$ cat src/rtl/disp_stream_arbiter.sv
// -----------------------------------------------------------------------------
// disp_stream_arbiter
//
// Purpose:
//   Merges two disparity streams (source 0 = left, source 1 = right) onto one
//   output stream. Ownership of the output is granted for one complete
//   decimated row at a time. Every row is followed by a single IDLE
//   arbitration cycle. Word payloads pass combinationally from the granted
//   source to the output, so there is no added latency inside a row.
//
// Parameters:
//   disp_bits        disparity field width of each input word
//   dec_frame_width  words per decimated row
//   dec_frame_height rows per decimated frame
//
// Ports:
//   clk        sole clock, rising edge
//   reset      synchronous, active-high reset
//   in0_data   source 0 word {disp, conf}   (disp_bits+8 bits)
//   in0_valid  source 0 word available
//   in0_ready  source 0 word accepted this cycle
//   in1_*      same as in0_* for source 1
//   out_data   {src_id, granted source word} (disp_bits+9 bits)
//   out_valid  out_data valid
//   out_ready  downstream accepts
//   out_sof    word is row 0, column 0 of its source frame
//   out_eol    word is the last column of a row
//
// Configuration:
//   DISP_ARB_STRICT_ALT_EN  when defined, IDLE grants only the source that
//                           did not own the previous row. It waits for that
//                           source even if the other source is valid. When
//                           the macro is undefined, arbitration is
//                           work-conserving round-robin.
// -----------------------------------------------------------------------------
module disp_stream_arbiter #(
  parameter int disp_bits        = 5,
  parameter int dec_frame_width  = 240,
  parameter int dec_frame_height = 180
) (
  input  logic                 clk,
  input  logic                 reset,
  input  logic [disp_bits+7:0] in0_data,
  input  logic                 in0_valid,
  output logic                 in0_ready,
  input  logic [disp_bits+7:0] in1_data,
  input  logic                 in1_valid,
  output logic                 in1_ready,
  output logic [disp_bits+8:0] out_data,
  output logic                 out_valid,
  input  logic                 out_ready,
  output logic                 out_sof,
  output logic                 out_eol
);

  localparam int COL_W = (dec_frame_width  > 1) ? $clog2(dec_frame_width)  : 1;
  localparam int ROW_W = (dec_frame_height > 1) ? $clog2(dec_frame_height) : 1;

  localparam logic [COL_W-1:0] COL_LAST = COL_W'(dec_frame_width - 1);
  localparam logic [ROW_W-1:0] ROW_LAST = ROW_W'(dec_frame_height - 1);

  typedef enum logic [1:0] {
    IDLE   = 2'd0,
    GRANT0 = 2'd1,
    GRANT1 = 2'd2
  } state_t;

  state_t             state_q;
  logic [COL_W-1:0]   col_q;
  logic [ROW_W-1:0]   row0_q;
  logic [ROW_W-1:0]   row1_q;
  logic               last_grant_q;

  logic               sel;
  logic               granted;
  logic               grant_vld;
  logic               col_last;
  logic               row_zero;
  logic               beat;

  // Output decode from the registered grant. Reset is also used here to gate
  // the outputs. This blanks them combinationally while reset is high,
  // including the first reset cycle, before the state register has returned
  // to IDLE.
  always_comb begin
    sel       = (state_q == GRANT1);
    granted   = (state_q != IDLE) && !reset;
    grant_vld = sel ? in1_valid : in0_valid;
    col_last  = (col_q == COL_LAST);
    row_zero  = sel ? (row1_q == '0) : (row0_q == '0);

    out_valid = granted && grant_vld;
    in0_ready = granted && !sel && out_ready;
    in1_ready = granted &&  sel && out_ready;
    out_data  = sel ? {1'b1, in1_data} : {1'b0, in0_data};
    out_eol   = granted && col_last;
    out_sof   = granted && row_zero && (col_q == '0);

    beat      = out_valid && out_ready;
  end

  // Row-granular arbitration FSM. The column counter advances only on an
  // accepted beat, so mid-row stalls hold all state. The grant is released
  // only after the last column of a row has been accepted.
  always_ff @(posedge clk) begin
    if (reset) begin
      state_q      <= IDLE;
      col_q        <= '0;
      row0_q       <= '0;
      row1_q       <= '0;
      last_grant_q <= 1'b1;
    end else begin
      case (state_q)
        IDLE: begin
`ifdef DISP_ARB_STRICT_ALT_EN
          // Strict alternation: only the source that did not own the
          // previous row may be granted.
          if (last_grant_q) begin
            if (in0_valid) state_q <= GRANT0;
          end else begin
            if (in1_valid) state_q <= GRANT1;
          end
`else
          // Work-conserving round-robin: a tie goes to the source that did
          // not own the previous row.
          if (in0_valid && in1_valid) begin
            state_q <= last_grant_q ? GRANT0 : GRANT1;
          end else if (in0_valid) begin
            state_q <= GRANT0;
          end else if (in1_valid) begin
            state_q <= GRANT1;
          end
`endif
        end

        GRANT0, GRANT1: begin
          if (beat) begin
            if (col_last) begin
              col_q        <= '0;
              last_grant_q <= sel;
              state_q      <= IDLE;
              if (sel) begin
                row1_q <= (row1_q == ROW_LAST) ? '0 : row1_q + 1'b1;
              end else begin
                row0_q <= (row0_q == ROW_LAST) ? '0 : row0_q + 1'b1;
              end
            end else begin
              col_q <= col_q + 1'b1;
            end
          end
        end

        default: state_q <= IDLE;
      endcase
    end
  end

endmodule

$ cat config.mk
export PLATFORM = sky130hd
export DESIGN_NAME = disp_stream_arbiter
export DESIGN_NICKNAME = d
export VERILOG_FILES = /design/src/rtl/disp_stream_arbiter.sv
export SDC_FILE = /design/constraint.sdc
export NUM_CORES = 1
export LEC_CHECK = 0
export CELL_PAD_IN_SITES_DETAIL_PLACEMENT = 2
export CELL_PAD_IN_SITES_GLOBAL_PLACEMENT = 2
export CORE_MARGIN = 2
export CORE_UTILIZATION = 29
export CTS_CLUSTER_SIZE = 40
export DETAILED_ROUTE_END_ITERATION = 7
export HOLD_SLACK_MARGIN = 0.06
export MAX_ROUTING_LAYER = met4
export PLACE_DENSITY = 0.81
export SETUP_SLACK_MARGIN = 0.5
export SYNTH_ARGS = -nofsm -noshare
export SYNTH_HDL_FRONTEND = slang
export SYNTH_SLANG_ARGS = --single-unit
export TNS_END_PERCENT = 30
$ cat constraint.sdc
create_clock -name clk -period 5.2 [get_ports clk]
set_input_delay 1.56 -clock clk [delete_from_list [all_inputs] [get_ports clk]]
set_output_delay 1.56 -clock clk [all_outputs]
set_load 0.01 [all_outputs]
Yosys cells after proc, flatten, opt, wreduce, memory -nomap -nowiden

Cells that the tools add are included.

Flip-flop bits (word level): 27
Bits of input ports: 31
Word-level logic and storage cells: 54

Add/subtract/negate cells: 3
Equal/unequal tests: 8
Muxes and demuxes: 13
Bitwise operators: 1
Reductions and logical operators: 24

Operator list:

| operator            | number |
|---|---|
| $add 8x1->8 const B | 3 |
| $eq 8x8->1 const B  | 3 |
| $logic_not 8->1     | 3 |
| $mux 8              | 3 |
| $mux 14             | 1 |
| $mux 2              | 6 |
| $logic_and 1x1->1   | 11 |
| $reduce_and 4->1    | 2 |
| $reduce_and 3->1    | 2 |
| $ne 2x2->1 const B  | 2 |
| $ne 4x4->1 const B  | 1 |
| $pmux 2 s2          | 1 |
| $eq 2x1->1 const B  | 1 |
| $eq 2x2->1 const B  | 1 |
| $logic_not 1->1     | 2 |
| $logic_not 2->1     | 1 |
| $mux 1              | 2 |
| $reduce_and 2->1    | 1 |
| $reduce_bool 2->1   | 1 |
| $reduce_or 2->1     | 1 |
| $not 1->1           | 1 |

Logic depth before layout (Yosys ltp)

Gate-level depths: netlist of run 1.

Word-level depth: 6
Gate-level depth with buffers: 7

Least setup slack after synthesis of run 1

No wires, ideal clock.

Path kind: input to output
From: input port reset
To: output port out_sof
Data arrival time: 2147 ps
Required time: 3640 ps
Path slack: 1493 ps
Stages: 4
Buffers on the path: 1
Cell sequence: buf_6 > nor2_1 > nand3_1 > a21oi_1

Longest elaborated chain between the ends: 4

RTL lines:

| what                           | RTL line | text |
|---|---|---|
| start, declared                | 42       | `input logic reset,` |
| $logic_not 1->1                | 87       | `granted = (state_q != IDLE) && !reset;` |
| $logic_and 1x1->1              | 87       |  |
| $logic_and 1x1->1 (2 in a row) | 97       | `out_sof = granted && row_zero && (col_q == '0);` |
| end, declared                  | 52       | `output logic out_sof,` |

Every way passes these cells.

Worst setup path in the final report of run 1

From: input port reset
To: output port out_valid

Longest elaborated chain between the ends: 3

RTL lines:

| what              | RTL line | text |
|---|---|---|
| $logic_not 1->1   | 87       |  |
| $logic_and 1x1->1 | 87       |  |
| $logic_and 1x1->1 | 92       | `out_valid = granted && grant_vld;` |
| end, declared     | 50       | `output logic out_valid,` |

Every way passes these cells.

==> results.yml, run 1 <==
sta:
  finalCritPeriodShare_pct: 88.3
  hold_violations: 0
  rsz0062_at_grt: "yes"
  whs_ps: 504
  slew-limit-headroom_pct: 36.9
  period_needed_ps: 4590
  worst_pin_slew_ps: 946
  drv_slew: 0
  setup_violations: 0
  finClkSkew_ps: 9.48
  max_freq_mhz: 218
  setup_tns_ps: 0
  finalWorstSetupSlack_ps: 607
setup_path:
  crit_start: "reset"
  crit_required_ps: 3640
  slowest_delay_ps: 570
  crit_chain: "clkdlybuf4s50_1 -> buf_4 -> nor3_2 -> clkdlybuf4s50_1"
  cp_slowest_cell: "clkdlybuf4s50_1"
  cp_data_arrival_time_ps: 3030
  cp-start-kind: "input port"
  path_max_fanout: 27
  worstReg2RegStart: "state_q[0]$_SDFFE_PP0P_"
  crit_path_end_kind: "output pin"
  critical_path.most_common_cell: "clkdlybuf4s50_1"
  criticalPathCategory: "in2out"
  critPathBufInv: 3
  critPathTopFamily: "buffers and inverters"
placement:
  gp_congestion: 0.787
  port_buffers: 49
  post-place-cells: 335
  detailed_place_hpwl_um: 4680
  pre_cts_ws_ps: 480
  placed_cell_area_mm2: 0.00235
final_layout:
  seq_area_um2: 541
  fin_area_mm2: 0.00240
  multi_input_area_mm2: 0.00119
  drive_above_1_share_pct: 8.33
  area_growth_pct: 33.3
  nNetsFinal: 304
  final_core_util_pct: 40.3
  num_antenna_cells: 0
  fill_cells: 693
  final-instance-count-excl-fill: 339
min_path:
  holdCritPathClass: "reg2reg"
  min_from: "row0_q[0]$_SDFFE_PP0P_"
power:
  total_power_mw: 0.665
  p_leak_nw: 0.750
  ir_drop_v: 0.000138
  power_density_mw_per_mm2: 277
logic_synthesis:
  yosysWarningCount: 0
  ys_types: 41
  syn-cell-area_mm2: 0.00180
  syn_inst: 220
  synth_edf_count: 0
  seq_area_frac_synth_pct: 30.0
  synth-async-reset-ratio_pct: 0
  syn_avg_cell_area_um2: 8.19
  post-synth-top-area-cell: "dfxtp_1"
  dominantRegCellSynth: "dfxtp_1"
  synth_nets: 259
  synth.area.top_cells: "dfxtp_1 (30%), mux2_2 (8.1%), a21oi_1 (5.6%)"
  synth.top_cell.area_share_pct: 30.0
  ys_seq_elements: 27
route:
  antenna_left: 0
  first_iter_violations: 32
  vias: 1855
  firstDrtPassIters: 4
  viasPerCell: 5.47
  drcViolationCount: 0
  wl_per_cell_um: 17.5
  drt_wl_total_um: 5940
cts:
  cts_max_path_buffers: 2
  cts_tree: "built"
  cts-hold-fix-buffers: 0
  clkLatencyLatePin_ps: 280
  post_cts_buffers: 0
  cts_made_buffers: 3
  cts_sinks: 27
  htreeDepth: 1
  cts-root-buf: "clkbuf_8"
  path_clk_slew_ps: 90
die:
  die_w_um: 82.8
  die_h_um: 82.8
  die-area_mm2: 0.00686
  start_util_pct: 30.3
  top_level_ports: 50
  core_area_mm2: 0.00596
  row_count: 28
global_route:
  antenna_found_initial: 0
  top_usage_layer: "met2"
  use_met1_pct: 22.3
  grt_pass1_vias: 1896
  use_met2_pct: 30.4
  use_met3_pct: 2.98
  grt_use_total_pct: 17.5
  overflow: 0
  grt_pass1_wl_um: 9680
  grt_max_degree: 28
run_status:
  status: "finished, final reports clean"
run:
  maxCapViolations: 0
worst min-delay path, stage by stage (launching register included):
cell and delay, ps:
dfxtp_1 350, nand2_1 70, a21oi_1 50
routing by layer:
metal	routed length [um]	share of wire, %
met3	95	1.6
met2	3070	52
met1	2750	46
met4	29	0.49
met5	0	0
repair_timing:
action | in CTS | in global routing
resized for setup | 1 | 2
gates cloned | 0 | 0
setup endpoints to repair | 1 | 2
layout by cell type (no fill, tap or decap), types with 3 or more instances in the layout:
cell type        instances
nor4_1                   8
a21oi_1                 19
nand3_1                 13
nor4b_1                  3
nor3_1                   5
nand2_1                 19
and4_1                   4
mux2_2                  13
and3_1                   6
o31ai_1                  4
clkbuf_8                 3
o21ai_0                  6
nand4_1                  6
nand2b_1                 3
ha_1                     8
nand3b_1                 4
xnor2_1                  7
or4_1                   10
inv_1                    8
dfxtp_1                 27
nor2_1                  13
clkdlybuf4s50_1         49
power by group:
| part | leakage, nW | switching, mW | internal, mW | total [mW] |
|---|---|---|---|---|
| sequential | 0.218 | 0.00353 | 0.215 | 0.218 |
| combinational | 0.510 | 0.153 | 0.168 | 0.321 |
| clock | 0.0228 | 0.0705 | 0.0551 | 0.126 |
cell families (layout without fill, tap and decap cells):
logic type	count (synthesis)	in the layout	synth area share (%)
adder cells (fa/ha/maj)	8	8	5.56
buffers and inverters	19	63	4.72
AND/OR/NAND/NOR	103	103	33.5
AO/OA/AOI/OAI	42	42	14.1
multiplexers	14	14	8.68
XOR/XNOR	7	7	3.40
flip-flops	27	27	30.0
path summary, 6_finish.rpt:
check                                               to  slack, ps  depth (start not counted)
worst max-delay path                         out_valid        610                          4
worst max register to register  row1_q[6]$_SDFFE_PP0P_       2370                          6
worst min-delay path            row0_q[0]$_SDFFE_PP0P_        500                          2
worst min register to register  row0_q[0]$_SDFFE_PP0P_        500                          2
cell type report:
cell class / count / area share (%)
Multi-Input combinational cell: 174 / 49.4
Sequential cell: 27 / 22.5
Timing Repair Buffer: 51 / 21.0
Tap cell: 75 / 3.91
Clock buffer: 4 / 1.88
Inverter: 8 / 1.25
flip-flops by register name (all words and copies together), names as in the netlist:
register / flops
col_q: 8
last_grant_q: 1
row1_q: 8
state_q: 2
row0_q: 8
cells in the mapped netlist, types with 4 or more instances:
| cell | count |
|---|---|
| a21oi_1 | 20 |
| and3_1 | 6 |
| and4_1 | 4 |
| clkbuf_1 | 5 |
| dfxtp_1 | 27 |
| ha_1 | 8 |
| inv_1 | 8 |
| mux2_2 | 13 |
| nand2_1 | 19 |
| nand3_1 | 13 |
| nand3b_1 | 4 |
| nand4_1 | 6 |
| nor2_1 | 14 |
| nor3_1 | 6 |
| nor4_1 | 8 |
| o21ai_0 | 6 |
| o31ai_1 | 4 |
| or4_1 | 10 |
| xnor2_1 | 7 |
Power figures use the tool's default switching activity.
==> run 2: changes to the inputs <==
- ABC_CLOCK_PERIOD_IN_PS: unset -> 5200
- CTS_CLUSTER_DIAMETER: unset -> 50
- GPL_ROUTABILITY_DRIVEN: unset -> 0
==> results of run 2 <==
No change in the layout: final DEF, timing and power equal those of run 1.
